==> src/rtl/alu_pkg.sv <==
// Shared encodings for the alu operand sequencer: FSM phases, alu op codes and modes.
package alu_pkg;

   typedef enum logic [2:0] {
      ST_LOAD_A  = 3'd0,
      ST_LOAD_B  = 3'd1,
      ST_LOAD_OP = 3'd2,
      ST_EXEC    = 3'd3,
      ST_SHOW    = 3'd4
   } seq_state_e;

   localparam logic MODE_LOGIC = 1'b0;
   localparam logic MODE_ARITH = 1'b1;

   // Logical-mode op codes
   localparam logic [2:0] OP_AND  = 3'b000;
   localparam logic [2:0] OP_OR   = 3'b001;
   localparam logic [2:0] OP_XOR  = 3'b010;
   localparam logic [2:0] OP_NAND = 3'b011;
   localparam logic [2:0] OP_NOR  = 3'b100;
   localparam logic [2:0] OP_XNOR = 3'b101;
   localparam logic [2:0] OP_NOTA = 3'b110;
   localparam logic [2:0] OP_NOTB = 3'b111;

   // Arithmetic-mode op codes
   localparam logic [2:0] OP_ADD  = 3'b010;
   localparam logic [2:0] OP_SUB  = 3'b011;
   localparam logic [2:0] OP_MUL  = 3'b100;
   localparam logic [2:0] OP_RSUB = 3'b101;
   localparam logic [2:0] OP_INC  = 3'b110;
   localparam logic [2:0] OP_DEC  = 3'b111;

endpackage

==> src/rtl/alu_op_sequencer_btn_edge.sv <==
// Rising-edge detector on a debounced button level. History resets high so a
// button held through reset release produces no event.
module btn_edge (
   input  logic clk,
   input  logic rst,
   input  logic btn_i,
   output logic evt_o
);

   logic prev_q;

   always_ff @(posedge clk or posedge rst) begin
      if (rst) prev_q <= 1'b1;
      else     prev_q <= btn_i;
   end

   assign evt_o = btn_i & ~prev_q;

endmodule

==> src/rtl/alu_op_sequencer.sv <==
// Steps operands/op from the switches into the alu, waits SETTLE cycles, then
// captures the alu result for display; optionally chains the result into A.
module alu_op_sequencer
   import alu_pkg::*;
#(
   parameter int SETTLE = 2
) (
   input  logic       clk,
   input  logic       rst,
   input  logic [3:0] sw_data,
   input  logic       sw_cin,
   input  logic       sw_mode,
   input  logic       sw_chain,
   input  logic       btn_next,
   input  logic       btn_clr,
   input  logic [3:0] alu_out,
   input  logic       alu_c_out,
   output logic [3:0] alu_a,
   output logic [3:0] alu_b,
   output logic       alu_c_in,
   output logic       alu_mode,
   output logic [2:0] alu_op,
   output logic [3:0] res,
   output logic       res_c,
   output logic       res_valid,
   output logic [2:0] phase
);

   localparam logic [3:0] CNT_LAST = 4'(SETTLE - 1);

   seq_state_e state_q, state_d;
   logic [3:0] a_q, a_d, b_q, b_d, res_q, res_d, cnt_q, cnt_d;
   logic [2:0] op_q, op_d;
   logic       cin_q, cin_d, mode_q, mode_d, resc_q, resc_d, rv_q, rv_d;
   logic       next_evt, clr_evt;

   btn_edge u_next (.clk(clk), .rst(rst), .btn_i(btn_next), .evt_o(next_evt));
   btn_edge u_clr  (.clk(clk), .rst(rst), .btn_i(btn_clr),  .evt_o(clr_evt));

   always_ff @(posedge clk or posedge rst) begin
      if (rst) begin
         state_q <= ST_LOAD_A;
         a_q     <= '0;
         b_q     <= '0;
         cin_q   <= 1'b0;
         mode_q  <= 1'b0;
         op_q    <= '0;
         res_q   <= '0;
         resc_q  <= 1'b0;
         rv_q    <= 1'b0;
         cnt_q   <= '0;
      end else begin
         state_q <= state_d;
         a_q     <= a_d;
         b_q     <= b_d;
         cin_q   <= cin_d;
         mode_q  <= mode_d;
         op_q    <= op_d;
         res_q   <= res_d;
         resc_q  <= resc_d;
         rv_q    <= rv_d;
         cnt_q   <= cnt_d;
      end
   end

   always_comb begin
      state_d = state_q;
      a_d     = a_q;
      b_d     = b_q;
      cin_d   = cin_q;
      mode_d  = mode_q;
      op_d    = op_q;
      res_d   = res_q;
      resc_d  = resc_q;
      rv_d    = rv_q;
      cnt_d   = cnt_q;

      if (clr_evt) begin
         // Clear beats a simultaneous next and aborts any pending capture.
         state_d = ST_LOAD_A;
         a_d     = '0;
         b_d     = '0;
         cin_d   = 1'b0;
         mode_d  = 1'b0;
         op_d    = '0;
         res_d   = '0;
         resc_d  = 1'b0;
         rv_d    = 1'b0;
         cnt_d   = '0;
      end else begin
         case (state_q)
            ST_LOAD_A: if (next_evt) begin
               a_d     = sw_data;
               state_d = ST_LOAD_B;
            end
            ST_LOAD_B: if (next_evt) begin
               b_d     = sw_data;
               cin_d   = sw_cin;
               state_d = ST_LOAD_OP;
            end
            ST_LOAD_OP: if (next_evt) begin
               op_d    = sw_data[2:0];
               mode_d  = sw_mode;
               cnt_d   = '0;
               state_d = ST_EXEC;
            end
            ST_EXEC: begin
               cnt_d = cnt_q + 4'd1;
               if (cnt_q == CNT_LAST) begin
                  res_d   = alu_out;
                  resc_d  = alu_c_out;
                  rv_d    = 1'b1;
                  state_d = ST_SHOW;
               end
            end
            ST_SHOW: if (next_evt) begin
               rv_d = 1'b0;
               if (sw_chain) begin
                  a_d     = res_q;
                  state_d = ST_LOAD_B;
               end else begin
                  state_d = ST_LOAD_A;
               end
            end
            default: state_d = ST_LOAD_A;
         endcase
      end
   end

   assign alu_a     = a_q;
   assign alu_b     = b_q;
   assign alu_c_in  = cin_q;
   assign alu_mode  = mode_q;
   assign alu_op    = op_q;
   assign res       = res_q;
   assign res_c     = resc_q;
   assign res_valid = rv_q;
   assign phase     = state_q;

endmodule

==> config.mk <==
export PLATFORM = sky130hd
export DESIGN_NAME = alu_op_sequencer
export DESIGN_NICKNAME = d
export VERILOG_FILES = /design/src/rtl/alu_pkg.sv /design/src/rtl/alu_op_sequencer_btn_edge.sv /design/src/rtl/alu_op_sequencer.sv
export SDC_FILE = /design/constraint.sdc
export NUM_CORES = 1
export LEC_CHECK = 0
export CORE_ASPECT_RATIO = 0.75
export CORE_UTILIZATION = 30
export CTS_CLUSTER_SIZE = 28
export DETAILED_ROUTE_END_ITERATION = 10
export GPL_ROUTABILITY_DRIVEN = 0
export SLEW_MARGIN = 0
export SYNTH_ARGS = -nofsm -noshare
export SYNTH_HDL_FRONTEND = slang
export SYNTH_SLANG_ARGS = --single-unit
==> constraint.sdc <==
create_clock -name clk -period 1.6 [get_ports clk]
set_input_delay 0.32 -clock clk [delete_from_list [all_inputs] [get_ports clk]]
set_output_delay 0.32 -clock clk [all_outputs]
set_load 0.005 [all_outputs]
Yosys cells after proc, flatten, opt, wreduce, memory -nomap -nowiden --
Cells that the tools add are included.
Storage, ports and cells: flip-flop bits (word level) 28, word-level logic and storage cells 81, input bits 16, output and inout bits 22
Operators by class: bitwise logic cells 4, multiplexer cells 37, reductions and logical operators 16, add/subtract/negate cells 1, equality and inequality tests 11
Operators with widths (count):
- 2-to-1 mux 4 bit | 11
- 2-to-1 mux 3 bit | 9
- inequality test 3 bit, second input constant | 6
- one-hot mux 4 bit (2 select lines) | 2
- one-hot mux 3 bit (5 select lines) | 1
- 2-to-1 mux 1 bit | 13
- nonzero test 2 bit | 5
- nonzero test 3 bit | 3
- AND reduction 2 bit | 4
- == test 3 x 2 -> 1 bit, second input constant | 2
- AND reduction 5 bit | 1
- adder 4 x 1 -> 4 bit, second input constant | 1
- == test 4 x 1 -> 1 bit, second input constant | 1
- AND reduction 4 bit | 1
- == test 3 x 1 -> 1 bit, second input constant | 1
- == test 3 bit, second input constant | 1
- zero test 3 bit | 1
- AND reduction 3 bit | 1
- AND 1 bit | 2
- inverter 1 bit | 2
- one-hot mux 1 bit (2 select lines) | 1

Longest topological paths before layout --
Gate-level depths: netlist of the first run.
word-level depth 5, depth in mapped cells 6, depth with buffers taken out 6

Hierarchy --
Synthesis of the first run repeated with hierarchy kept, for this count alone.
Second synthesis, totals: cells, all modules 132, area, all modules 1425.1 µm²
By module, submodules not included:
- alu_op_sequencer | instances 1, cells each 126, seq. area each 650.6 µm², area each 1337.5 µm²
- btn_edge | instances 2, cells each 3, seq. area each 26.3 µm², area each 43.8 µm²

Worst setup path before layout of the first run --
OpenSTA, ideal clock, no wires.
path type reg-to-reg, from register state_q[1], in the netlist phase[1], to register b_q[0], in the netlist alu_b[0], data required time 1468 ps, clock period less this slack 1489 ps, slack 111 ps, cell stages (with the launch flop) 6, library setup time 132 ps, buffers on the path 2, data arrival time 1357 ps, cells stage by stage dfrtp_1 > buf_2 > or4_1 > buf_2 > mux2i_1 > nor2_1
On the way: word-level cells in the longest chain between the ends 3
Ends and longest elaborated chain:
- start, declared | line alu_op_sequencer.sv:31 | seq_state_e state_q, state_d;
- start signal, assigned | line alu_op_sequencer.sv:53 | state_q <= state_d;
- == test 3 x 1 -> 1 bit | line alu_op_sequencer.sv:91 | case (state_q)
- nonzero test 2 bit (no source line)
- AND reduction 2 bit (no source line)
- end signal, assigned | line alu_op_sequencer.sv:44 | b_q <= '0;
- end signal, assigned | line alu_op_sequencer.sv:55 | b_q <= b_d;
- end, declared | line alu_op_sequencer.sv:32 | logic [3:0] a_q, a_d, b_q, b_d, res_q, res_d, cnt_q, cnt_d;
No other way between the ends. A chain may end at the register's enable or synchronous reset.

Worst setup path after layout of the first run --
from register state_q[2], in the netlist phase[2], to output phase[2]
RTL lines:
- end, declared | line alu_op_sequencer.sv:26 | output logic [2:0] phase
No word-level cell between the ends.

==> reports/qor.txt, run 1 <==
Cell internal pwr -> 1.33 mW
Crit path buffers/inverters -> 1
Gr ovfl total -> 0
Setup violators final -> 0
Largest net degree at the start of global routing -> 29
Post-DP HPWL -> 2380 µm
Post-layout util -> 46.4%
Leak -> 0.950 nW
Vias -> 1116
Flops & latches, synth -> 28
Cts bufs inserted -> 3
Final Hold Fails -> 0
Sequential area share after synthesis -> 52.8%
Drt wl/cell -> 13.9 µm
Delay-heaviest family, CP -> buffers and inverters
Switch share -> 28.8%
Seq pwr share -> 47.1%
Yosys top cell by area -> dfrtp_1
Min cycle time layout -> 1.55 ns
Clock slew at reported path FFs -> 0.10 ns
Cell area after synthesis -> 0.00133 mm²
Critical R2R Launch -> phase[0]
Die Area -> 0.00471 mm²
Starting Density -> 32.0%
Fmax -> 0.646 GHz
# clock sinks -> 28
Sw power -> 0.538 mW
Slew Limit Headroom -> 76.1%
Critical path capture point type -> output pin
CP Max Fanout -> 4
Ys Warns -> 0
Pre-CTS setup slack -> -0.279 ns
CP Class -> reg -> out
GRT Resource Usage Total -> 15.2%
Worst Setup Slack, final -> 0.0525 ns
Power Density -> 970 mW/mm²
Area contributors post-synth -> dfrtp_1, mux2i_1, nor2_1
HP Class -> in -> reg
Worst Tran Pin Value -> 0.358 ns
Data arrival, critical path -> 1.23 ns
WL final -> 3300 µm
Crit-path slowest cell -> clkdlybuf4s50_1
Avg Inst Size Synth -> 10.0 µm²
Clock Power Share -> 24.1%
Most Crowded Layer GR -> met2
MaxCap Viol Count -> 0
Die X -> 78.9 µm
FP Rows -> 20
Share of cells above drive strength 1 -> 15.9%
Hold Crit Start -> btn_next
Comb power frac -> 28.8%
CTS max path bufs -> 2
Port Buffers -> 37
CTS root buf -> clkbuf_8
Drt first pass iters -> 4
Tcrit/Tclk final -> 96.7%
Clk_skew -> 0.00250 ns
Final slew viol count -> 0
Cells after Synth -> 133
GR Util met2 -> 23.4%
Worst path max stage delay -> 0.53 ns
Worst vdd ir -> 0.459 mV
GR Util met3 -> 5.50%
H-tree depth -> 1
Outcome -> finished, final reports clean
DR vias/cell -> 4.71
Die Span Y -> 59.7 µm
Top Ports -> 38
Worst Setup Start Kind -> flop
CTS tree -> yes
Critical Path Source -> phase[2]
Initial antenna violation count -> 0
First-pass GRT wire length -> 5420 µm
Core area -> 0.00415 mm²
Yosys top cell area share -> 48.9%
Placed cell area -> 0.00184 mm²
ANT cells -> 0
Detailed Route Iter0 Violations -> 33
Area grow syn2layout -> 44.7%
Syn Nets -> 151
Met1 usage -> 21.3%
Clk_lat worst skew -> 0.28 ns
Final nets -> 201
Crit path cell chain -> clkdlybuf4s50_1
Finished Cell Area -> 0.00193 mm²
Synth unique cells -> 31
Req. time, crit path -> 1.28 ns
DRC -> 0
Routed Antenna Nets -> 0
Vias in the first global route -> 1102
-- power by group through the flow --
stage | Clock, mW | Sequential (mW) | Combinational [mW]
floorplan | 0 | 0.874 | 0.250
global placement | 0 | 0.885 | 0.509
detailed placement | 0 | 0.889 | 0.520
CTS | 0.460 | 0.878 | 0.523
global route | 0.489 | 0.893 | 0.601
finish | 0.451 | 0.881 | 0.538
-- routing by layer --
layer  share of wire [%]  vias to the layer above
li1                    -                      549
met1                  49                      531
met2                  43                       33
met3                 6.9                        3
met4                0.42                        0
met5                   0                        -
-- what timing repair did --
| action | in CTS | in global routing |
|---|---|---|
| hold buffers | 0 | 0 |
| resized for setup | 1 | 7 |
| endpoints found under the setup margin | 1 | 13 |
| buffers inserted | 0 | 1 |
-- kinds of logic (layout without fill, tap and decap cells) --
kind of cell	after synthesis	count (layout)	synth area share, %
and+or+nand+nor	52	52	19.2
muxes	14	14	10.5
DFF	28	28	52.8
AOI/OAI and AO/OA	21	21	10.2
adders and majority gates	2	2	1.88
buffers and inverters	16	65	5.36
-- placed cells by master, fill, tap and decap left out, types with 2 or more instances in the layout --
| cell | instances |
|---|---|
| a21oi_1 | 6 |
| a31oi_1 | 4 |
| buf_4 | 15 |
| clkbuf_8 | 4 |
| clkdlybuf4s50_1 | 35 |
| dfrtp_1 | 25 |
| dfstp_2 | 2 |
| dlymetal6s2s_1 | 2 |
| ha_1 | 2 |
| inv_1 | 7 |
| mux2i_1 | 13 |
| nand2_1 | 5 |
| nand2b_1 | 2 |
| nand3_1 | 5 |
| nor2_1 | 27 |
| nor2b_1 | 4 |
| o21ai_0 | 3 |
| o22ai_1 | 4 |
-- state kept, by name (all words and copies together) (netlist names) --
register,count
res_c,1
cnt_q,4
res,4
alu_b,4
u_clr.prev_q,1
alu_mode,1
alu_c_in,1
alu_a,4
alu_op,3
phase,3
res_valid,1
u_next.prev_q,1
-- layout make-up --
cell class / count / area (µm²)
timing repair buffer: 53 / 499
clock buffer: 4 / 55.1
fill: 425 / 2230
multi-input combinational: 89 / 569
tap: 55 / 68.8
inverter: 8 / 30.0
sequential: 28 / 704
-- stage by stage --
step	hold slack (ns)	total power [mW]	setup TNS [ns]	std cells
detailed placement	0.516	1.41	-3.14	232
floorplan	0.324	1.12	0	133
finish	0.197	1.87	0	237
global route	0.188	1.98	-0.0148	237
CTS	0.420	1.86	0	236
global placement	0.507	1.39	-2.57	232
-- synthesized netlist by cell type (all sizes together) --
cell type and count:
dfrtp 26, nand2b 2, a311oi 1, nor3b 1, dfstp 2, buf 5
nand2 5, o22a 1, ha 2, o22ai 4, or4 1, a31oi 4
or3 1, o21ai 3, and3b 1, a21oi 7, nand4 1, clkbuf 3
a22oi 1, nor2b 4, nand3 5, or4b 2, nor3 1, nand3b 1
nor2 27, mux2i 14, inv 8
-- path summary, 6_finish.rpt --
path	cells after the start	to	slack [ns]
worst min register to register	2	alu_op[0]	0.54
worst min-delay path	1	u_next.prev_q	0.20
max in group asynchronous	3	u_next.prev_q	0.89
worst max-delay path	1	phase[2]	0.05
worst max register to register	5	alu_b[2]	0.07
min in group asynchronous	3	cnt_q[3]	0.40
(Power assumes the default switching activity.)
==> run 2: changes to the inputs <==
--- a/config.mk
+++ b/config.mk
@@ -11,4 +11,5 @@
 export DETAILED_ROUTE_END_ITERATION = 10
 export GPL_ROUTABILITY_DRIVEN = 0
+export MAX_ROUTING_LAYER = met4
 export SLEW_MARGIN = 0
 export SYNTH_ARGS = -nofsm -noshare
==> constraint.sdc (replaced) <==
create_clock -name clk -period 1.6 [get_ports clk]
set_input_delay 0.4 -clock clk [delete_from_list [all_inputs] [get_ports clk]]
set_output_delay 0.4 -clock clk [all_outputs]
set_load 0.005 [all_outputs]
==> run 2 against run 1 <==
Effect of this change: sequential share of layout area fell by 2.0 points; clock power rose by 25%; combinational power is 11% higher; flip-flop and latch count unchanged; highest routed layer is now met3; largest cell class unchanged; wire length rose by 2.0%; worst setup slack got worse by 0.029 ns.
==> reports/qor.txt, run 2 (synthesis gave the netlist of run 1 again) <==
Crit-path slowest cell -> or4b_4
ANT cells -> 0 (unchanged)
Final Hold Fails -> 0 (unchanged)
Crit path buffers/inverters -> 1 (unchanged)
Worst vdd ir -> 0.459 mV (about the same)
Die Area -> 0.00471 mm² (unchanged)
Data arrival, critical path -> 1.79 ns (+0.56 ns)
Crit path cell chain -> buf_6, or4b_4, a21oi_4, o22ai_2, nor2_1
Outcome -> finished, final reports clean
First-pass GRT wire length -> 5540 µm (+2.3%)
MaxCap Viol Count -> 0 (unchanged)
Share of cells above drive strength 1 -> 19.0% (+3.1 points)
# clock sinks -> 28 (unchanged)
Die Span Y -> 59.7 µm (unchanged)
Drt first pass iters -> 4 (unchanged)
Multi-input logic area -> 581 µm² (+2.0%)
# fillers -> 390 (-8.2%)
FP Rows -> 20 (unchanged)
Post-layout util -> 49.1% (+2.7 points)
WL final -> 3360 µm (+2.0%)
R2R cell count -> 5 (unchanged)
Req. time, crit path -> 1.81 ns (+0.53 ns)
DRC -> 0 (unchanged)
Setup violators final -> 0 (unchanged)
Drt wl/cell -> 13.8 µm (-0.92%)
Pre-CTS setup slack -> -0.335 ns (-0.0562 ns)
Starting Density -> 32.0% (unchanged)
Worst path max stage delay -> 0.59 ns (+0.06 ns)
Final nets -> 208 (+3.5%)
Gr ovfl total -> 0 (unchanged)
Initial antenna violation count -> 0 (unchanged)
Min cycle time layout -> 1.58 ns (+0.0294 ns)
Fmax -> 0.634 GHz (-1.9%)
CTS root buf -> clkbuf_8
Most frequent cells in the layout -> nor2_1, clkdlybuf4s50_1, dfrtp_1
Placed cell area -> 0.00186 mm² (+1.1%)
Worst Tran Pin Value -> 0.270 ns (-0.0887 ns)
Die X -> 78.9 µm (unchanged)
CTS max path bufs -> 2 (unchanged)
Clk_lat worst skew -> 0.27 ns (about the same)
Hold slack -> 0.385 ns (+0.188 ns)
Detailed Route Iter0 Violations -> 35 (+6.1%)
CP Max Fanout -> 5 (+1)
Tcrit/Tclk final -> 98.6% (+1.8 points)
Unrepaired setup endpoints after global routing -> true
Worst Setup Slack, final -> 0.0231 ns (-0.0294 ns)
Cts bufs inserted -> 3 (unchanged)
Post-DP HPWL -> 2370 µm (-0.38%)
Critical path depth in cells -> 5 (+4)
# hold bufs at CTS -> 0 (unchanged)
HP Class -> in -> reg
Leak -> 1.12 nW (+18%)
Reg area -> 704 µm² (unchanged)
Largest net degree at the start of global routing -> 29 (unchanged)
WHS Path Cells -> 1 (unchanged)
Area grow syn2layout -> 53.2%
Vias in the first global route -> 1177 (+6.8%)
GRT Resource Usage Total -> 15.9% (+0.65 points)
Final slew viol count -> 0 (unchanged)
Top Ports -> 38 (unchanged)
Routed Antenna Nets -> 0 (unchanged)
Slew Limit Headroom -> 82.0% (+5.9 points)
Delay-heaviest family, CP -> simple AND/OR/NAND/NOR gates
Vias -> 1160 (+3.9%)
Finished Cell Area -> 0.00204 mm² (+5.8%)
Core area -> 0.00415 mm² (unchanged)
Critical path capture point type -> flop
Worst Setup Start Kind -> flop
Power Density -> 1000 mW/mm² (+3.0%)
CTS tree -> yes
DR vias/cell -> 4.75 (+0.96%)
Clk_skew -> 0.00275 ns (+0.000241 ns)
Clock slew at reported path FFs -> 0.10 ns (about the same)
Port Buffers -> 37 (unchanged)
CP Class -> reg -> reg
H-tree depth -> 1 (unchanged)
==> run 2: cell types whose count changed in the layout (fill, tap and decap cells not counted), moves of 2 or more <==
| cell | delta |
|---|---|
| buf_6 | +2 |
| buf_4 | +4 |
| dlymetal6s2s_1 | +6 |
| dlygate4sd2_1 | +2 |
| clkdlybuf4s50_1 | -8 |
==> run 2: worst register-to-register path: cells and delay by family (launching register included) <==
| family | cells | cell delay (ns) |
|---|---|---|
| AND/OR/NAND/NOR | 2 | 0.69 |
| buffers and inverters | 1 | 0.13 |
| AO/OA/AOI/OAI | 2 | 0.27 |
| flip-flops | 1 | 0.42 |
==> run 2: per-stage QoR <==
step / power [mW] / setup TNS, ns / instances
floorplan: 1.12 / 0 / 133
global placement: 1.40 / -4.14 / 233
detailed placement: 1.41 / -4.50 / 233
CTS: 2.00 / -0.000781 / 241
global route: 2.15 / -0.187 / 244
finish: 2.04 / 0 / 244
==> run 2: worst paths after layout <==
kind | from | end | slack [ns]
worst max-delay path | phase[0] | alu_a[1] | 0.02
worst min register to register | alu_b[0] | alu_b[0] | 0.53
worst max register to register | phase[0] | alu_a[1] | 0.02
worst min-delay path | btn_next | u_next.prev_q | 0.39
max in group asynchronous | rst | u_next.prev_q | 0.92
min in group asynchronous | rst | alu_b[2] | 0.45
==> run 2: final cells by class <==
type / instances / area share, %
clock buffer: 3 / 2.02
clock inverter: 1 / 1.47
inverter: 8 / 1.47
multi-input combinational: 89 / 28.5
sequential: 28 / 34.5
tap: 55 / 3.37
timing repair buffer: 60 / 28.7
==> run 2: per-layer routing <==
metal	vias to the layer above	GRT usage, %	share of wire [%]
li1	568	-	-
met1	551	21.4	49
met2	41	26.0	45
met3	0	3.36	6.2
met4	0	1.30	0
met5	-	-	0
==> run 2: repair_timing <==
| action | in CTS | in global routing |
|---|---|---|
| gates resized for setup | 5 | 14 |
| endpoints found under the hold margin | 0 | 0 |
| buffers inserted | 4 | 3 |
| pin swaps | 0 | 0 |
| setup endpoints to repair | 9 | 19 |
==> run 2: power by group <==
part,leakage (nW),switching (mW),internal (mW)
Combinational,0.713,0.245,0.351
Sequential,0.373,0.0772,0.800
Clock,0.0357,0.230,0.335
Total,1.12,0.552,1.49
==> run 3: changes to the inputs <==
CORE_UTILIZATION = 46   (was 30)
CTS_BUF_LIST = sky130_fd_sc_hd__clkbuf_4 sky130_fd_sc_hd__clkbuf_8 sky130_fd_sc_hd__clkbuf_16   (was not set)
PLACE_DENSITY = 0.78   (was not set)
clock period = 1.8 ns   (was 1.6 ns; I/O delays follow)
==> run 3 against run 2 <==
Effect of this change: wire length is 0.86% lower; non-clock buffer count shrank 8; utilization rose by 23 points; sequential power is 10% lower; final cell count shrank 11%; cell area decreased by 5.7%; global-route usage increased by 8.9 points; sequential share of layout area grew 2.1 points.
==> reports/qor.txt, run 3 (synthesis gave the netlist of run 1 again) <==
# clock sinks -> 28 (unchanged)
First-pass GRT wire length -> 5710 µm (+3.1%)
CTS tree -> yes
Die Area -> 0.00312 mm² (-34%)
Worst Setup Slack, final -> 0.0479 ns (+0.0248 ns)
Tcrit/Tclk final -> 97.3%
FP Rows -> 16 (-20%)
Setup_tns -> 0 ns (unchanged)
R2R setup slack -> 0.14 ns (+0.12 ns)
Final Hold Fails -> 0 (unchanged)
Clk_lat worst skew -> 0.28 ns (about the same)
H-tree depth -> 1 (unchanged)
Finished Cell Area -> 0.00192 mm² (-5.7%)
Hold slack -> 0.432 ns (+0.0469 ns)
Core area -> 0.00268 mm² (-35%)
Drt first pass iters -> 5 (+1)
GR Util met3 -> 4.95% (+1.6 points)
Worst Tran Pin Value -> 0.354 ns (+0.0845 ns)
Data arrival, critical path -> 1.30 ns (-0.49 ns)
WHS Path Cells -> 2 (+1)
ANT cells -> 0 (unchanged)
Drt wl/cell -> 15.4 µm (+11%)
GR Util met2 -> 40.2% (+14 points)
Most Crowded Layer GR -> met2
Fmax -> 0.571 GHz
CP Max Fanout -> 9 (+4)
Area grow syn2layout -> 44.5%
Most common cell after layout, fill and taps aside -> clkdlybuf4s50_1
Placed cell count -> 211 (-9.4%)
R2R cell count -> 5 (unchanged)
Power Density -> 910 mW/mm² (-8.9%)
Hold Crit Start -> btn_next
Worst Hold End -> u_next.prev_q
Gr ovfl total -> 0 (unchanged)
Setup violators final -> 0 (unchanged)
Port Buffers -> 37 (unchanged)
Detailed Route Iter0 Violations -> 65 (+86%)
Die X -> 64.1 µm (-19%)
Critical path capture point type -> output pin
Min cycle time layout -> 1.75 ns
Final cell count without fillers -> 217 (-11%)
CTS max path bufs -> 2 (unchanged)
Vias -> 1148 (-1.0%)
GRT Resource Usage Total -> 24.8% (+8.9 points)
Worst Setup Start Kind -> flop
DRC -> 0 (unchanged)
Cts bufs inserted -> 3 (unchanged)
WL final -> 3330 µm (-0.86%)
Post-DP HPWL -> 2310 µm (-2.6%)
CP Class -> reg -> out
Worst R2R End -> alu_a[0]
Share of cells above drive strength 1 -> 14.9% (-4.1 points)
Final nets -> 200 (-3.8%)
Critical R2R Launch -> phase[1]
Outcome -> finished, final reports clean
Post-layout util -> 71.7% (+23 points)
Largest net degree at the start of global routing -> 29 (unchanged)
Vias in the first global route -> 1202 (+2.1%)
DR vias/cell -> 5.29 (+11%)
Pre-CTS setup slack -> -0.208 ns (+0.127 ns)
Die Span Y -> 48.6 µm (-19%)
Worst vdd ir -> 0.560 mV (+22%)
Final slew viol count -> 0 (unchanged)
Top Ports -> 38 (unchanged)
Total power -> 1.75 mW (-14%)
Initial antenna violation count -> 0 (unchanged)
# hold bufs at CTS -> 0 (unchanged)
Most frequent cells in the layout -> clkdlybuf4s50_1, nor2_1, dfrtp_1
Placed cell area -> 0.00182 mm² (-2.5%)
Starting Density -> 49.6% (+18 points)
Req. time, crit path -> 1.35 ns (-0.46 ns)
Routed Antenna Nets -> 0 (unchanged)
Met1 usage -> 32.0% (+11 points)
Clock slew at reported path FFs -> 0.10 ns (about the same)
# fillers -> 231 (-41%)
Clk_skew -> 0.00929 ns (+0.00654 ns)
MaxCap Viol Count -> 0 (unchanged)
CTS root buf -> clkbuf_8
Slew Limit Headroom -> 76.4% (-5.6 points)
Leak -> 0.944 nW (-16%)
HP Class -> in -> reg
[run 3: cell count changes in the layout (fill, tap and decap cells not counted)]
| cell | previous run | this run |
|---|---|---|
| clkdlybuf4s50_1 | 27 | 36 |
| dlymetal6s2s_1 | 8 | 1 |
| buf_4 | 19 | 13 |
| buf_6 | 3 | 1 |
| dlygate4sd2_1 | 2 | 0 |
| nor3b_2 | 0 | 1 |
| nor3b_4 | 1 | 0 |
| or4_1 | 0 | 1 |
| or4_4 | 1 | 0 |
[run 3: cell type report]
cell class / count / area [µm²] / area share, %
sequential: 28 / 704 / 36.6
multi-input combinational: 89 / 571 / 29.7
timing repair buffer: 52 / 502 / 26.1
tap: 36 / 45.0 / 2.34
clock buffer: 3 / 41.3 / 2.15
clock inverter: 1 / 30.0 / 1.56
inverter: 8 / 30.0 / 1.56
[run 3: report_power, final]
group | switching (mW) | total [mW] | internal [mW]
logic | 0.201 | 0.473 | 0.272
clock network | 0.194 | 0.492 | 0.298
registers | 0.0755 | 0.786 | 0.711
[run 3: critical path: stages, from the launching register on]
cell and delay, ns:
dfrtp_1 0.39, buf_6 0.14, clkdlybuf4s50_1 0.49
[run 3: routing by layer]
| metal | vias up | share of wire (%) |
|---|---|---|
| li1 | 551 | - |
| met3 | 2 | 4.6 |
| met1 | 557 | 45 |
| met5 | - | 0 |
| met2 | 38 | 50 |
| met4 | 0 | 0.39 |
[run 3: timing repair]
action,in CTS,in global routing
gates resized for setup,0,6
pin swaps,0,1
setup endpoints to repair,1,14
setup buffers,1,1
[run 3: worst max path at each step]
stage                         from  slack, ns        end  cells past startpoint
after floorplan           phase[1]       0.31   alu_b[0]                      5
after global placement    btn_next      -0.17  alu_op[0]                      7
after detailed placement  btn_next      -0.21   alu_a[0]                      6
after CTS                 phase[0]       0.02   phase[0]                      2
after global routing      phase[0]     -0.009   phase[0]                      2
final                     phase[0]       0.05   phase[0]                      2
